<file path="config.mk">
export PLATFORM = sky130hd
export DESIGN_NAME = core_bus_arbiter_rr
export DESIGN_NICKNAME = d
export VERILOG_FILES = /design/src/rtl/core_bus_arbiter_rr.sv
export SDC_FILE = /design/constraint.sdc
export NUM_CORES = 1
export LEC_CHECK = 0
export CAP_MARGIN = 20
export CORE_MARGIN = 4
export CORE_UTILIZATION = 30
export DETAILED_ROUTE_END_ITERATION = 7
export GPL_TIMING_DRIVEN = 0
export PLACE_DENSITY = 0.58
export SYNTH_ARGS = -nofsm -noshare
export SYNTH_HDL_FRONTEND = slang
export SYNTH_SLANG_ARGS = --single-unit
</file>
<file path="constraint.sdc">
create_clock -name clk -period 2.52 [get_ports clk]
set_input_delay 0.504 -clock clk [delete_from_list [all_inputs] [get_ports clk]]
set_output_delay 0.504 -clock clk [all_outputs]
set_load 0.02 [all_outputs]
</file>
<file path="src/rtl/core_bus_arbiter_rr.sv">
// ---------------------------------------------------------------------------
// core_bus_arbiter_rr
// Shares one single-outstanding bus among N requesting channels. Each channel
// owns a one-deep pending slot. A grant is chosen by fixed priority (MODE=0)
// or by round-robin starting after the last completed channel (MODE=1).
//
// Ports
//   clk, rst       : clock, synchronous active-high reset
//   ch_start[N]    : per-channel request pulse (fields sampled with it)
//   ch_write/addr/data_wr/data_be : per-channel request fields
//   ch_ready[N]    : completion pulse for the granted channel (same cycle as bus_ready)
//   ch_data_rd     : read data, follows bus_data_rd
//   ch_drop[N]     : pulse, the cycle after a ch_start hit a busy slot
//   bus_addr/write/data_wr/data_be : fields of the granted transfer
//   bus_start      : one-cycle transfer start
//   bus_ready      : transfer completion, bus_data_rd valid with it
//
// state  | meaning
// IDLE   | no transfer; pick a grant when any slot is pending
// ISSUE  | bus_start high for this single cycle
// WAIT   | bus fields held; on bus_ready complete and chain the next grant
// ---------------------------------------------------------------------------
module core_bus_arbiter_rr #(
  parameter int N      = 2,
  parameter int ADDR_W = 30,
  parameter int DATA_W = 32,
  parameter int MODE   = 1
) (
  input  logic                         clk,
  input  logic                         rst,
  input  logic [N-1:0]                 ch_start,
  input  logic [N-1:0]                 ch_write,
  input  logic [N-1:0][ADDR_W-1:0]     ch_addr,
  input  logic [N-1:0][DATA_W-1:0]     ch_data_wr,
  input  logic [N-1:0][DATA_W/8-1:0]   ch_data_be,
  output logic [N-1:0]                 ch_ready,
  output logic [DATA_W-1:0]            ch_data_rd,
  output logic [N-1:0]                 ch_drop,
  output logic [ADDR_W-1:0]            bus_addr,
  output logic                         bus_write,
  output logic [DATA_W-1:0]            bus_data_wr,
  output logic [DATA_W/8-1:0]          bus_data_be,
  output logic                         bus_start,
  input  logic                         bus_ready,
  input  logic [DATA_W-1:0]            bus_data_rd
);

  localparam int IDX_W = $clog2(N);
  localparam int BE_W  = DATA_W / 8;

  typedef enum logic [1:0] {S_IDLE, S_ISSUE, S_WAIT} state_t;

  state_t                    state;
  logic [IDX_W-1:0]          grant;
  logic [IDX_W-1:0]          last;
  logic [N-1:0]              pending;
  logic [N-1:0]              slot_write;
  logic [N-1:0][ADDR_W-1:0]  slot_addr;
  logic [N-1:0][DATA_W-1:0]  slot_data_wr;
  logic [N-1:0][BE_W-1:0]    slot_data_be;

  logic                      bus_done;
  logic [N-1:0]              accept;
  logic [N-1:0]              reload;
  logic [N-1:0]              cand;
  logic [IDX_W-1:0]          base;
  logic [IDX_W-1:0]          pick;
  logic                      found;
  int                        arb_idx;
  logic                      sel_write;
  logic [ADDR_W-1:0]         sel_addr;
  logic [DATA_W-1:0]         sel_data_wr;
  logic [BE_W-1:0]           sel_data_be;

  assign bus_done   = (state == S_WAIT) && bus_ready;
  assign ch_ready   = (bus_done && !rst) ? (N'(1) << grant) : '0;
  assign ch_data_rd = bus_data_rd;

  // A slot that completes this cycle may be refilled in the same cycle.
  assign accept = ch_start & (~pending | ch_ready);
  assign reload = ch_start & ch_ready;

  // When chaining out of WAIT, the completing slot only competes again if it
  // is being refilled right now; that request is taken straight from the inputs.
  assign cand = (state == S_WAIT) ? ((pending & ~ch_ready) | reload) : pending;

  always_comb begin
    if (MODE == 0)
      base = IDX_W'(N - 1);
    else if (state == S_WAIT)
      base = grant;
    else
      base = last;
  end

  always_comb begin
    found   = 1'b0;
    pick    = '0;
    arb_idx = 0;
    for (int k = 0; k < N; k++) begin
      arb_idx = (int'(base) + 1 + k) % N;
      if (!found && cand[IDX_W'(arb_idx)]) begin
        found = 1'b1;
        pick  = IDX_W'(arb_idx);
      end
    end
  end

  always_comb begin
    sel_write   = slot_write[pick];
    sel_addr    = slot_addr[pick];
    sel_data_wr = slot_data_wr[pick];
    sel_data_be = slot_data_be[pick];
    if (reload[pick]) begin
      sel_write   = ch_write[pick];
      sel_addr    = ch_addr[pick];
      sel_data_wr = ch_data_wr[pick];
      sel_data_be = ch_data_be[pick];
    end
  end

  always_ff @(posedge clk) begin
    if (rst) begin
      state        <= S_IDLE;
      grant        <= '0;
      last         <= IDX_W'(N - 1);
      pending      <= '0;
      slot_write   <= '0;
      slot_addr    <= '0;
      slot_data_wr <= '0;
      slot_data_be <= '0;
      ch_drop      <= '0;
      bus_start    <= 1'b0;
      bus_write    <= 1'b0;
      bus_addr     <= '0;
      bus_data_wr  <= '0;
      bus_data_be  <= '0;
    end else begin
      ch_drop   <= ch_start & pending & ~ch_ready;
      bus_start <= 1'b0;
      pending   <= (pending & ~ch_ready) | accept;
      for (int i = 0; i < N; i++) begin
        if (accept[i]) begin
          slot_write[i]   <= ch_write[i];
          slot_addr[i]    <= ch_addr[i];
          slot_data_wr[i] <= ch_data_wr[i];
          slot_data_be[i] <= ch_data_be[i];
        end
      end

      case (state)
        S_IDLE: begin
          if (found) begin
            grant       <= pick;
            bus_start   <= 1'b1;
            bus_write   <= sel_write;
            bus_addr    <= sel_addr;
            bus_data_wr <= sel_data_wr;
            bus_data_be <= sel_data_be;
            state       <= S_ISSUE;
          end
        end
        S_ISSUE: state <= S_WAIT;
        S_WAIT: begin
          if (bus_ready) begin
            last <= grant;
            if (found) begin
              grant       <= pick;
              bus_start   <= 1'b1;
              bus_write   <= sel_write;
              bus_addr    <= sel_addr;
              bus_data_wr <= sel_data_wr;
              bus_data_be <= sel_data_be;
              state       <= S_ISSUE;
            end else begin
              state <= S_IDLE;
            end
          end
        end
        default: state <= S_IDLE;
      endcase
    end
  end

endmodule
</file>
; Yosys cells after proc, flatten, opt, wreduce, memory -nomap -nowiden
; Index checks and enable logic that the tools add are counted.
[classes]
order_cmp = 3
eq_ne = 4
reduce_logical = 10
n_mux = 55
shift = 1
addsub = 2
bitwise_logic = 10
[op_table]
columns = operator, n
row1 = $mux W32, 7
row2 = $mux W30, 7
row3 = $pmux W32 S2, 1
row4 = $pmux W30 S2, 1
row5 = $mux W4, 7
row6 = $mux W1, 24
row7 = $and A2 B2 Y2, 5
row8 = $pmux W4 S2, 1
row9 = $lt A1 B3 Y1 const B, 2
row10 = $mux W2, 3
row11 = $pmux W1 S2, 3
row12 = $pmux W2 S3, 1
row13 = $reduce_and A2 Y1, 3
row14 = $ne A2 B2 Y1 const B, 2
row15 = $not A2 Y2, 2
row16 = $or A2 B2 Y2, 2
row17 = $logic_and A1 B1 Y1, 3
row18 = $add A1 B1 Y1 const B, 2
row19 = $eq A2 B1 Y1 const B, 1
row20 = $eq A2 B2 Y1 const B, 1
row21 = $logic_not A1 Y1, 2
row22 = $logic_not A2 Y1, 1
row23 = $lt A1 B2 Y1 const B, 1
row24 = $reduce_bool A2 Y1, 1
row25 = other kinds (2), 2
[totals]
in_bits = 171
output_inout_bits = 104
elab_cells = 103
reg_bits = 210

; Logic depth before layout (Yosys ltp)
[depth]
ltp_word = 20
depth_mapped = 8
ltp_nobuf = 5

; Least setup slack after synthesis
; OpenSTA, ideal clock, no wires.
[synth_timing]
path_kind = input-to-reg
start = input port rst
end = register bus_data_be[0]
n_path_buf = 3
setup_time_ns = 0.091
stages = 8
arrival_time_ns = 1.814
slack_ns = 0.616
path_cell_list = and4bb_1 > mux2i_1 > and2_1 > buf_2 > buf_6 > buf_2 > nand2_1 > a311oi_1
[synth_via]
elab_chain_cells = 19
elab_cells_between_ends = 28
cone_classes = mux: 20 / bitwise: 4 / reduce/logical: 4
[synth_lines]
columns = element, line_no
row1 = from (decl), 30  ; input logic rst,
row2 = $logic_not A1 Y1, 76  ; assign ch_ready = (bus_done && !rst) ? (N'(1) << grant) : '0;
row3 = $logic_and A1 B1 Y1, 76
row4 = $mux W2, 76
row5 = $not A2 Y2, n/a
row6 = $and A2 B2 Y2, n/a
row7 = $or A1 B1 Y1, 85  ; assign cand = (state == S_WAIT) ? ((pending & ~ch_ready) | reload) : pending;
row8 = $mux W1, 85
row9 = $mux W1 (implied by the code) (2 in a row), 102  ; if (!found && cand[IDX_W'(arb_idx)]) begin
row10 = $mux W1, 102
row11 = $logic_not A1 Y1, 102
row12 = $logic_and A1 B1 Y1, 102
row13 = $mux W1, 102
row14 = "$mux W4 (implied by the code), or another cell as far along (2 in a row)", 113  ; sel_data_be = slot_data_be[pick];
row15 = $mux W4, 114  ; if (reload[pick]) begin
row16 = $mux W4, "153, 167"
row17 = $mux W4, 165  ; if (bus_ready) begin
row18 = $pmux W4 S2, 151  ; case (state)
row19 = to (signal assigned), 159  ; bus_data_be <= sel_data_be;
row20 = to (signal assigned), 173  ; bus_data_be <= sel_data_be;
row21 = to (decl), 42  ; output logic [DATA_W/8-1:0] bus_data_be,
; Parallel ways exist; a longest one is shown, timed or not. The select of a mux whose other input is x is not followed.
; A chain may end at the register's enable or synchronous reset.

; Worst setup path after layout
[layout_timing]
start = input port bus_ready
end = output port ch_ready[0]
[layout_via]
elab_chain_cells = 3
[layout_lines]
columns = element, line_no
row1 = from (decl), 44  ; input logic bus_ready,
row2 = $logic_and A1 B1 Y1, 75  ; assign bus_done = (state == S_WAIT) && bus_ready;
row3 = $logic_and A1 B1 Y1, 76
row4 = $mux W2, 76
row5 = to (decl), 36  ; output logic [N-1:0] ch_ready,
; Every way passes these cells.

==> metrics <==
compound-gate portion of the synthesized area 16.2%; Clk Latency, worst-skew pair 0.51 ns; end of the worst hold path slot_addr[27]; flip-flop and latch area 4200 sq um; CTS tree done; number of max-cap violations 0; clk buf depth 3; Setup CP Type input pin to primary output; Critical Path Start Type input pin; row count 59; PD cells 724 nW/um^2; synthesized area 8070 sq um; Setup Buffers After CTS 0; via count 7758; area delta synth->final 45.2%; fillers 2696; Hold Path Depth 2; Post-Route WL 27600 microns; Final period util 98.9%; core area 26300 sq um; Slew Limit Fails 0; vias per cell 4.69; Peak VDD IR 0.000401 V; initial antenna violation count 0; mux share of post-synthesis cell area 0.372%; Worst Path Max Fanout 4; nets 1473; logic gate share of total power 15.9%; Syn Inst Count 1034; status finished clean; GPL Wtd Cong 0.792; worst rel slew slack 52.9%; vias in the first global route 7501; io pins 275; port buffer count 242; initial core utilization 30.7%; post-synthesis sequential area ratio 52.1%; first-pass GRT wire length 41000 microns; syn_area_per_cell 7.80 sq um; clock skew 0.00681 ns; max incr delay on CP 0.53 ns; Hold Startpoint slot_addr[27]; Req. time, crit path 2.02 ns; actual slew at the worst max-slew pin 0.706 ns; Synth Area in Simple Gates 23.3%; Ys Warns 0; Worst R2R Start state[1]; Final HPWL DP 20000 microns; cells on worst reg2reg path 7; die width 172 microns; R2R setup slack 0.29 ns; Antenna Nets Post-Route 0; worst hold slack 0.453 ns; adder-cell share of the synthesized area 0%; CP Cell Sequence clkdlybuf4s50_1 > nand4bb_1 > nor2_1 > dlygate4sd2_1; GRT Total Usage 17.6%; Worst Path Arrival 1.99 ns; total area of multi-input combinational cells 3220 sq um; largest family of logic cells by synthesized area simple AND/OR/NAND/NOR gates; slowest library cell on the worst path clkdlybuf4s50_1; switching pwr 2.20 mW; fraction of layout cells with a size suffix above 1 8.34%; CTS Sinks 210; Syn Nets 1205; Die Height 172 microns; drt wl/cell 16.7 microns; synthesized flop and latch total 210; Yosys top cell area share 52.1%; fmax 401 MHz; DR iter-0 viols 468; internal power 6.28 mW; switching share of power 26.0%; Yosys top cell by area dfxtp_1; R2R Path End slot_data_wr[32]; CP top delay family buffers and inverters; Flop pwr share 43.3%; GRT overflow 0; Clock power frac 40.8%; Synth area leaders dfxtp_1 (52%), nand2_1 (19%), a21oi_1 (8.5%); total CTS buffers 24; Setup-failing EPs final 0; DIE AREA 29600 sq um; leak pwr 4.30 nW; endpoints failing hold 0; Pwr Total 8.48 mW; DRC Markers 0; CP Launch Point bus_ready; Synth Area in XOR/XNOR 0%; First-pass DRT Iterations 5; Root Driver clkbuf_16; worst min path class flop to flop; Reg clk slew, reported paths 0.06 ns; CP Buf/Inv Count 2; crit end category primary output; CTS HTree Levels 1; RSZ-0062 raised after global routing false; post-synth cell types 21; minimum clock period 2.49 ns; largest net degree at the start of global routing 13
==> power by group through the flow <==
stage                     sequential (mW)  clock (mW)  combinational [mW]
after global placement               3.74           0                1.34
after detailed placement             3.74           0                1.36
after floorplan                      3.83           0               0.568
after global routing                 3.69        3.67                1.47
after CTS                            3.67        3.54                1.36
final                                3.67        3.46                1.34
==> timing repair <==
action,4_1_cts,5_1_grt
endpoints found under the setup margin,16,36
gates resized for setup,3,4
hold buffers,0,0
==> routing by layer <==
metal	share of wire (%)	global-route usage [%]	up-vias
met5	0	0	-
met4	1.9	3.73	0
met3	5.9	3.18	30
met2	47	29.1	227
met1	46	24.1	3583
li1	-	-	3918
==> worst max-delay path by stage <==
stage / to / slack, ns / cells past startpoint
6_report: ch_ready[0] / 0.03 / 4
5_1_grt: slot_addr[38] / 0.008 / 9
4_1_cts: slot_addr[30] / 0.07 / 9
3_5_place_dp: slot_addr[36] / -0.56 / 8
3_3_place_gp: slot_addr[31] / -0.54 / 8
2_1_floorplan: bus_data_be[0] / 0.62 / 8
==> flip-flops by register name (all words and copies together) (netlist names), 2 cells and up <==
name          count
slot_addr        60
pending           2
slot_data_wr     64
slot_data_be      8
bus_data_be       4
state             2
bus_data_wr      32
ch_drop           2
bus_addr         30
slot_write        2
==> metrics by stage <==
step / setup TNS, ns / std cells / worst slack [ns] / instance area, sq um / utilization, %
2_1_floorplan: 0 / 1034 / 0.616 / 8070 / -
3_3_place_gp: -54.17 / 1611 / -0.545 / 10900 / 41.5
3_5_place_dp: -59.20 / 1611 / -0.559 / 10900 / 41.5
4_1_cts: 0 / 1654 / 0.0667 / 11700 / 44.5
5_1_grt: 0 / 1654 / 0.00796 / 11700 / 44.6
6_report: 0 / 1655 / 0.0279 / 11700 / 44.6
==> placed cells by master (no fill, tap or decap), drive strengths merged <==
master	instances
and2	5
a221oi	1
nand2b	1
nand2	406
dlygate4sd2	2
dfxtp	210
nor2	73
clkinvlp	1
a311oi	67
or2	1
o21ai	2
and4bb	1
nand4bb	1
nor3	2
bufinv	1
diode	1
buf	68
mux2i	3
inv	7
a21oi	137
nand3	1
o211ai	1
clkbuf	84
clkinv	4
clkdlybuf4s50	240
==> synthesized netlist by cell type (all sizes together) <==
cell type / instances
o21ai: 2
and2: 5
o211ai: 1
buf: 68
or2: 1
and4bb: 1
nor2: 73
nand4bb: 1
dfxtp: 210
mux2i: 3
a311oi: 67
clkbuf: 47
nand2: 406
inv: 7
nand2b: 1
nand3: 1
nor3: 2
a21oi: 137
a221oi: 1
==> final cells by class <==
class / instances / share of cell area [%]
diodes: 1 / 0.0214
well taps: 335 / 3.58
repair buffers: 242 / 20.7
inverters: 7 / 0.224
plain buffers: 115 / 5.35
flip-flops and latches: 210 / 35.9
clock inverters: 6 / 0.523
multi-input cells: 702 / 27.5
clock buffers: 37 / 6.24
==> tightest hold or removal path: cells and delay by family, from the launching register on <==
family	cells	cell delay [ns]
AND/OR/NAND/NOR	1	0.05
flip-flops	1	0.31
AO/OA/AOI/OAI	1	0.05
==> cell families (layout without fill, tap and decap cells) <==
group,after synthesis,in the layout
flops,210,210
mux,3,3
buf+inv,122,407
other cells,0,1
compound gates,208,208
simple gates,491,491
Note: power is estimated with default switching activity, not from simulation.
